==> config.mk <==
export PLATFORM = sky130hd
export DESIGN_NAME = axi4l_mst_bridge
export DESIGN_NICKNAME = d
export VERILOG_FILES = /design/src/rtl/axi4l_mst_bridge_pkg.sv /design/src/rtl/axi4l_mst_bridge.sv
export SDC_FILE = /design/constraint.sdc
export NUM_CORES = 1
export LEC_CHECK = 0
export ABC_CLOCK_PERIOD_IN_PS = 1600
export CORE_AREA = 2 2 100 102
export CTS_BUF_LIST = sky130_fd_sc_hd__clkbuf_16
export CTS_CLUSTER_SIZE = 25
export DETAILED_ROUTE_END_ITERATION = 12
export DIE_AREA = 0 0 102 104
export DONT_BUFFER_PORTS = 1
export PLACE_DENSITY_LB_ADDON = 0.1
export SLEW_MARGIN = 20
export SYNTH_ARGS = -nofsm -noshare
export SYNTH_HDL_FRONTEND = slang
export SYNTH_SLANG_ARGS = --single-unit
==> constraint.sdc <==
create_clock -name clk -period 1.6 [get_ports clk]
set_input_delay 0.32 -clock clk [delete_from_list [all_inputs] [get_ports clk]]
set_output_delay 0.32 -clock clk [all_outputs]
set_load 0.005 [all_outputs]
==> src/rtl/axi4l_mst_bridge_pkg.sv <==
// ---------------------------------------------------------------------------
// axi4l_mst_bridge_pkg
//  Shared constants for the LSU-to-AXI4-Lite master bridge: bus widths and
//  the AXI response encodings.
// ---------------------------------------------------------------------------
package axi4l_mst_bridge_pkg;

    localparam int MEM_AW = 32;   // byte address width
    localparam int MEM_DW = 32;   // data bus width
    localparam int MEM_SW = MEM_DW / 8;

    localparam logic [1:0] AXI_RESP_OKAY   = 2'b00;
    localparam logic [1:0] AXI_RESP_SLVERR = 2'b10;
    localparam logic [1:0] AXI_RESP_DECERR = 2'b11;

endpackage

==> src/rtl/axi4l_mst_bridge.sv <==
// ---------------------------------------------------------------------------
// axi4l_mst_bridge
//  Converts single-beat LSU load/store requests into AXI4-Lite transactions.
//  One transaction is outstanding at a time; each one ends with a one-cycle
//  rsp_valid pulse carrying read data (0 for writes) and an error flag.
//
//  Ports
//   clk, rst_n         clock, asynchronous active-low reset
//   req_*              LSU request (valid/ready, we, addr, wdata, wstrb)
//   rsp_*              LSU response (valid pulse, rdata, err)
//   m_axi_aw*/w*/b*    AXI4-Lite write address / data / response channels
//   m_axi_ar*/r*       AXI4-Lite read address / data channels
// ---------------------------------------------------------------------------
module axi4l_mst_bridge
    import axi4l_mst_bridge_pkg::*;
#(
    parameter logic [2:0] AXI_PROT = 3'b000
) (
    input  logic              clk,
    input  logic              rst_n,
    // LSU request / response
    input  logic              req_valid,
    output logic              req_ready,
    input  logic              req_we,
    input  logic [MEM_AW-1:0] req_addr,
    input  logic [MEM_DW-1:0] req_wdata,
    input  logic [MEM_SW-1:0] req_wstrb,
    output logic              rsp_valid,
    output logic [MEM_DW-1:0] rsp_rdata,
    output logic              rsp_err,
    // AXI4-Lite write
    output logic [MEM_AW-1:0] m_axi_awaddr,
    output logic [2:0]        m_axi_awprot,
    output logic              m_axi_awvalid,
    input  logic              m_axi_awready,
    output logic [MEM_DW-1:0] m_axi_wdata,
    output logic [MEM_SW-1:0] m_axi_wstrb,
    output logic              m_axi_wvalid,
    input  logic              m_axi_wready,
    input  logic [1:0]        m_axi_bresp,
    input  logic              m_axi_bvalid,
    output logic              m_axi_bready,
    // AXI4-Lite read
    output logic [MEM_AW-1:0] m_axi_araddr,
    output logic [2:0]        m_axi_arprot,
    output logic              m_axi_arvalid,
    input  logic              m_axi_arready,
    input  logic [MEM_DW-1:0] m_axi_rdata,
    input  logic [1:0]        m_axi_rresp,
    input  logic              m_axi_rvalid,
    output logic              m_axi_rready
);

    typedef enum logic [2:0] {
        ST_IDLE    = 3'd0,
        ST_WR_AW_W = 3'd1,
        ST_WR_B    = 3'd2,
        ST_RD_AR   = 3'd3,
        ST_RD_R    = 3'd4
    } state_t;

    state_t            r_state, w_state_nxt;
    logic              r_aw_done, r_w_done;
    logic              r_awvalid, r_wvalid, r_arvalid;
    logic [MEM_AW-1:0] r_addr;
    logic [MEM_DW-1:0] r_wdata;
    logic [MEM_SW-1:0] r_wstrb;
    logic              r_rsp_valid, r_rsp_err;
    logic [MEM_DW-1:0] r_rsp_rdata;

    logic w_accept, w_aw_hs, w_w_hs, w_aw_fin, w_w_fin;

    assign w_accept = req_valid && (r_state == ST_IDLE);
    assign w_aw_hs  = r_awvalid && m_axi_awready;
    assign w_w_hs   = r_wvalid  && m_axi_wready;
    // A channel counts as finished if it completed earlier or completes now.
    assign w_aw_fin = r_aw_done || w_aw_hs;
    assign w_w_fin  = r_w_done  || w_w_hs;

    // ---------------- state register ----------------
    always_ff @(posedge clk or negedge rst_n) begin
        if (!rst_n) r_state <= ST_IDLE;
        else        r_state <= w_state_nxt;
    end

    // ---------------- next-state logic ----------------
    always_comb begin
        w_state_nxt = r_state;
        case (r_state)
            ST_IDLE:    if (w_accept) w_state_nxt = req_we ? ST_WR_AW_W : ST_RD_AR;
            ST_WR_AW_W: if (w_aw_fin && w_w_fin) w_state_nxt = ST_WR_B;
            // B is only looked at here, so a slave holding bvalid high early
            // cannot finish the write before AW and W have both handshaken.
            ST_WR_B:    if (m_axi_bvalid) w_state_nxt = ST_IDLE;
            ST_RD_AR:   if (m_axi_arready) w_state_nxt = ST_RD_R;
            ST_RD_R:    if (m_axi_rvalid) w_state_nxt = ST_IDLE;
            default:    w_state_nxt = ST_IDLE;
        endcase
    end

    // ---------------- registered AXI / response outputs ----------------
    always_ff @(posedge clk or negedge rst_n) begin
        if (!rst_n) begin
            r_aw_done   <= 1'b0;
            r_w_done    <= 1'b0;
            r_awvalid   <= 1'b0;
            r_wvalid    <= 1'b0;
            r_arvalid   <= 1'b0;
            r_addr      <= '0;
            r_wdata     <= '0;
            r_wstrb     <= '0;
            r_rsp_valid <= 1'b0;
            r_rsp_err   <= 1'b0;
            r_rsp_rdata <= '0;
        end else begin
            r_rsp_valid <= 1'b0;
            case (r_state)
                ST_IDLE: begin
                    // Payload only changes here, so it is stable for the
                    // whole time any valid is asserted.
                    if (w_accept) begin
                        r_addr    <= req_addr;
                        r_wdata   <= req_wdata;
                        r_wstrb   <= req_wstrb;
                        r_aw_done <= 1'b0;
                        r_w_done  <= 1'b0;
                        if (req_we) begin
                            r_awvalid <= 1'b1;
                            r_wvalid  <= 1'b1;
                        end else begin
                            r_arvalid <= 1'b1;
                        end
                    end
                end
                ST_WR_AW_W: begin
                    if (w_aw_hs) begin
                        r_awvalid <= 1'b0;
                        r_aw_done <= 1'b1;
                    end
                    if (w_w_hs) begin
                        r_wvalid <= 1'b0;
                        r_w_done <= 1'b1;
                    end
                end
                ST_WR_B: begin
                    if (m_axi_bvalid) begin
                        r_rsp_valid <= 1'b1;
                        r_rsp_err   <= (m_axi_bresp != AXI_RESP_OKAY);
                        r_rsp_rdata <= '0;
                    end
                end
                ST_RD_AR: begin
                    if (m_axi_arready) r_arvalid <= 1'b0;
                end
                ST_RD_R: begin
                    if (m_axi_rvalid) begin
                        r_rsp_valid <= 1'b1;
                        r_rsp_err   <= (m_axi_rresp != AXI_RESP_OKAY);
                        r_rsp_rdata <= m_axi_rdata;
                    end
                end
                default: ;
            endcase
        end
    end

    assign req_ready     = (r_state == ST_IDLE);
    assign m_axi_bready  = (r_state == ST_WR_B);
    assign m_axi_rready  = (r_state == ST_RD_R);

    assign m_axi_awaddr  = r_addr;
    assign m_axi_araddr  = r_addr;
    assign m_axi_awprot  = AXI_PROT;
    assign m_axi_arprot  = AXI_PROT;
    assign m_axi_awvalid = r_awvalid;
    assign m_axi_wvalid  = r_wvalid;
    assign m_axi_arvalid = r_arvalid;
    assign m_axi_wdata   = r_wdata;
    assign m_axi_wstrb   = r_wstrb;

    assign rsp_valid     = r_rsp_valid;
    assign rsp_rdata     = r_rsp_rdata;
    assign rsp_err       = r_rsp_err;

endmodule
==> impl_metrics.yaml, run 1 <==
detailed_routing:
  drt_pass1_iterations: 4
  routed_wl_um: 9890
  via_per_inst: 5.13
  ant_nets: 0
  drc: 0
  vias: 2916
  wire_per_inst_um: 17.4
  drtIter0Drc: 100
synthesis:
  seq_area_frac_synth_pct: 60.5
  synth-edff-count: 0
  synthTopCellsByArea: "dfrtp_1 (61%), nand2_1 (17%), buf_4 (6.4%)"
  synth_cells: 462
  synth_area_per_cell_um2: 9.84
  yosysTopAreaCellShare_pct: 60.5
  ys_warn_count: 0
  syn_area_um2: 4550
  netlist-cell-type-count: 28
  postSynth.asyncResetShare_pct: 100
  synth_ff_type: "dfrtp_1"
  yosys.area.top_type: "dfrtp_1"
  synth_seq_cells: 110
layout:
  fin_util_pct: 50.2
  multi_input_area_um2: 1370
  area_delta_synth_final_pct: 5.48
  diodes: 0
  layout-drive-gt1-share_pct: 8.51
  final_cell_mix: "nand2_1 (209), dfrtp_1 (109), a22o_1 (33), buf_4 (10), clkbuf_16 (9)"
  regArea_um2: 2750
  nFillCells: 898
  nNetsFinal: 543
  final_common_cell: "nand2_1"
  stdcell_area_um2: 4800
global_routing:
  grt_overflow: 0
  grt_pass1_vias: 2981
  grtUsageTotal_pct: 18.8
  grt_pass1_wl_um: 15500
  antenna_found_initial: 0
  grt_max_degree: 111
timing:
  timing.final.crit_share_pct: 97.5
  slew_violations: 0
  rsz0062_at_grt: "yes"
  period_needed_ns: 1.56
  fmax_mhz: 641
  fin_hold_ws_ns: -0.336
  tns_ns: 0
  finClkSkew_ns: 0.00697
  hold_viol_final: 110
  finalSetupViolations: 0
power:
  p_leak_uw: 0.00252
  switchingPower_uw: 3540
  combPwrFrac_pct: 23.6
  p_clk_share_pct: 24.2
  swShare_pct: 34.7
  power.density_nw_per_um2: 2120
  seq_power_share_pct: 52.2
  ir_drop_mv: 0.731
  p_int_uw: 6650
floorplan:
  dieArea_um2: 10600
  core_um2: 9550
  start_util_pct: 47.6
  ios: 259
  die_y_um: 104
  die_width_um: 102
  std_cell_rows: 36
clocking:
  clkTransAtPathRegs_ns: 0.07
  cts_tree: "yes"
  ctsHtreeMaxLevel: 3
  clock_path_buffers: 2
  clkLatencyLatePin_ns: 0.34
  root_buffer: "clkbuf_16"
  cts.sinks: 110
  numCtsBuffers: 9
job:
  drv_cap: 0
critical_path:
  reg2reg_slack_ns: 0.09
  crit_slowest_cell: "dfrtp_1"
  cpPeakStageDelay_ns: 0.39
  crit_chain: "buf_6 > nor3_4 > buf_6"
  worstSetupPathType: "reg -> out"
  path_max_fanout: 8
  worstPathArrival_ns: 1.24
  critPathBufInv: 2
  cp-start-kind: "flip-flop"
  cp_common_cell: "buf_6"
  setup.worst_path.end_class: "output port"
  cp_top_family: "flip-flops"
  cp.required_ns: 1.28
placement:
  gp_congestion: 0.750
  port-buffer-count: 0
  hpwl_um: 7030
  post_dp_cell_area_um2: 4410
worst_hold_path:
  hold_class: "in -> async"
run_status:
  violations: "hold timing"
  outcome: "complete, but fails checks"
[cells by family (layout without fill, tap and decap cells)]
| family | after synthesis | after routing | share of synthesized area [%] |
|---|---|---|---|
| other | 1 | 6 | 0.0825 |
| AO/OA/AOI/OAI | 51 | 51 | 8.72 |
| AND/OR/NAND/NOR | 229 | 229 | 20.0 |
| buffers and inverters | 69 | 37 | 10.2 |
| multiplexers | 2 | 2 | 0.468 |
| flip-flops | 110 | 110 | 60.5 |
[cells in the mapped netlist (2+ instances only)]
master / number
clkbuf_1: 7
buf_4: 39
nor4_1: 2
inv_1: 5
a21oi_1: 5
dfrtp_1: 110
a22o_1: 33
nor2_1: 8
a31oi_1: 2
o21ai_0: 4
buf_6: 6
nand2_1: 211
buf_2: 12
a21o_1: 2
o22ai_1: 2
o21a_1: 2
[through the flow]
stage	setup slack, ns	total power (uW)	std cells	hold WS (ns)
after floorplan	0.212	7480	467	0.0244
after global placement	0.143	7640	549	0.0268
after detailed placement	0.107	7750	549	0.0267
after CTS	0.00557	10300	566	-0.345
after global routing	-0.0201	11000	568	-0.355
final	0.0399	10200	568	-0.336
[area by class of cell]
class / instances / area share (%)
Sequential cell: 110 / 57.4
Multi-Input combinational cell: 288 / 28.5
Clock inverter: 7 / 2.19
Timing Repair Buffer: 16 / 3.34
Inverter: 5 / 0.391
Clock buffer: 9 / 4.70
Tap cell: 133 / 3.47
[timing repair]
action	4_1_cts	5_1_grt
setup endpoints to repair	2	3
gates resized for setup	1	8
pin swaps	0	2
hold endpoints to repair	110	110
buffers inserted	1	2
[registers in the layout (all words and copies together) (netlist names), 3 cells and up]
signal        flops
r_state           3
m_axi_araddr     32
m_axi_wstrb       4
m_axi_wdata      32
rsp_rdata        32
[metal layers]
metal,track usage [%],part of all wire [%]
met4,6.48,1.5
met3,7.33,10
met2,31.1,50
met5,0,0
met1,22.1,39
[power by group through the flow]
stage / Combinational [uW] / Sequential (uW) / Clock (uW)
global placement: 2260 / 5390 / 0
floorplan: 2570 / 4910 / 0
finish: 2410 / 5320 / 2460
detailed placement: 2370 / 5380 / 0
CTS: 2380 / 5350 / 2520
global route: 2820 / 5530 / 2660
[path summary, 6_finish.rpt]
check	start	end	cells past startpoint
min in group clk	req_wdata[1]	m_axi_wdata[1]	2
max reg2reg	r_state[2]	m_axi_wvalid	5
max in group asynchronous	rst_n	r_state[0]	0
min reg2reg	m_axi_wdata[14]	m_axi_wdata[14]	2
max	r_state[2]	req_ready	3
min	rst_n	m_axi_araddr[27]	0
(Power assumes the default switching activity.)
==> run 2: changes to the inputs <==
--- a/config.mk
+++ b/config.mk
@@ -13,6 +13,7 @@
 export DIE_AREA = 0 0 102 104
 export DONT_BUFFER_PORTS = 1
 export PLACE_DENSITY_LB_ADDON = 0.1
+export RECOVER_POWER = 100
 export SLEW_MARGIN = 20
 export SYNTH_ARGS = -nofsm -noshare
 export SYNTH_HDL_FRONTEND = slang
==> constraint.sdc (replaced) <==
create_clock -name clk -period 1.6 [get_ports clk]
set_input_delay 0.32 -clock clk [delete_from_list [all_inputs] [get_ports clk]]
set_output_delay 0.32 -clock clk [all_outputs]
set_load 0.02 [all_outputs]
==> run 2 against run 1 <==
  * The flow finishes with violations (hold timing, setup timing)
  * Clock power shrank 15%
  * Wire length grew 2.3%
  * Combinational power grew 15%
  * Register-to-register slack lost 0.12 ns
  * Die area is the same
  * Clock skew shrank 0.0018 ns
  * Non-clock buffer count grew 10
  * Via count grew 0.41%
  * Largest cell class unchanged
  * Largest power group unchanged
==> impl_metrics.yaml, run 2 (synthesis gave the netlist of run 1 again) <==
critical_path:
  cp.required_ns: 1.83
  worstSetupPathType: "reg -> reg"
  cp-start-kind: "flip-flop"
  path_max_fanout: 7
  worstPathArrival_ns: 1.86
  setup.worst_path.end_class: "flip-flop"
layout:
  diodes: 0
  area_delta_synth_final_pct: 8.34
  stdcell_area_um2: 4930
  multi_input_area_um2: 1380
  final_common_cell: "nand2_1"
  layout-drive-gt1-share_pct: 11.9
  final_cell_mix: "nand2_1 (209), dfrtp_1 (108), a22o_1 (33), buf_4 (13), clkbuf_16 (11)"
  nFillCells: 870
  final_cells: 578
  nNetsFinal: 553
  regArea_um2: 2760
floorplan:
  dieArea_um2: 10600
  die_width_um: 102
  die_y_um: 104
  start_util_pct: 47.6
  std_cell_rows: 36
  ios: 259
  core_um2: 9550
timing:
  rsz0062_at_grt: "yes"
  fmax_mhz: 615
  setup_slack_ns: -0.0265
  hold_viol_final: 110
  fin_hold_ws_ns: -0.329
  finalSetupViolations: 12
  timing.final.crit_share_pct: 102
  period_needed_ns: 1.63
  finClkSkew_ns: 0.00516
  slew_violations: 0
run_status:
  outcome: "complete, but fails checks"
  violations: "hold timing, setup timing"
clocking:
  ctsHtreeMaxLevel: 3
  clkLatencyLatePin_ns: 0.34
  clock_path_buffers: 2
  clkTransAtPathRegs_ns: 0.07
  cts.sinks: 110
  numCtsBuffers: 9
  root_buffer: "clkbuf_16"
  cts_tree: "yes"
detailed_routing:
  via_per_inst: 5.07
  wire_per_inst_um: 17.5
  routed_wl_um: 10100
  ant_nets: 0
  vias: 2928
  drc: 0
  drt_pass1_iterations: 4
  drtIter0Drc: 113
placement:
  hpwl_um: 6970
  post_dp_cell_area_um2: 4470
  pre_cts_ws_ns: 0.0450
  gp_congestion: 0.742
  dp.cells: 552
  port-buffer-count: 0
global_routing:
  grt_overflow: 0
  grt_max_degree: 111
  antenna_found_initial: 0
  grtUsageTotal_pct: 18.9
  grt_pass1_vias: 2862
  grt_pass1_wl_um: 15400
worst_hold_path:
  hold_class: "in -> async"
power:
  total_power_uw: 12000
  p_leak_uw: 0.00257
  ir_drop_mv: 0.973
  power.density_nw_per_um2: 2440
job:
  drv_cap: 0
## run 2: changes by cell type in the layout (fill, tap and decap cells not counted), moves of 3 or more
cell and change:
buf_12 +4, inv_1 -3, clkinv_4 +4, buf_4 +3, bufinv_16 -3
## run 2: worst paths after layout
| check | depth (start not counted) | startpoint | to | slack (ns) |
|---|---|---|---|---|
| hold / removal | 0 | rst_n | m_axi_wdata[1] | -0.33 |
| hold reg to reg | 1 | r_aw_done | r_aw_done | 0.51 |
| setup / recovery | 6 | r_state[2] | rsp_rdata[16] | -0.03 |
| min in group clk | 1 | m_axi_arready | m_axi_arvalid | 0.08 |
| max in group asynchronous | 0 | rst_n | m_axi_wdata[25] | 1.77 |
| setup reg to reg | 6 | r_state[2] | rsp_rdata[16] | -0.03 |
## run 2: routing by layer
metal / up-vias / share of wire (%) / global-route usage [%]
met5: - / 0 / 0
met1: 1373 / 37 / 21.9
met3: 9 / 10 / 8.47
met2: 163 / 52 / 31.3
met4: 0 / 1.2 / 5.71
li1: 1383 / - / -
## run 2: timing repair
action                                  4_1_cts  5_1_grt
hold endpoints to repair                    110      110
gates cloned                                  0        3
pin swaps                                     1        3
gates resized for setup                       6       11
endpoints found under the setup margin        3       54
setup buffers                                 2        5
## run 2: layout make-up
type,count,share of cell area [%]
Clock buffer,9,4.57
Clock inverter,7,1.19
Inverter,5,0.381
Multi-Input combinational cell,288,28.0
Sequential cell,110,55.9
Tap cell,133,3.38
Timing Repair Buffer,26,6.53
## run 2: power by group
part	switching, uW	internal (uW)
sequential	3130	4020
combinational	1430	1330
clock	1010	1070
## run 2: metrics by stage
stage	setup TNS, ns	utilization (%)
after CTS	-0.0343	50.1
after floorplan	0	-
after global placement	0	46.8
final	-0.156	51.6
after detailed placement	0	46.8
after global routing	-2.00	51.6
## run 2: critical path, stage by stage (launching register included)
cell and delay [ns]:
dfrtp_1 0.41, buf_4 0.16, and2b_1 0.21, nand2_1 0.07, a21o_4 0.26, clkbuf_16 0.17, a22o_1 0.23
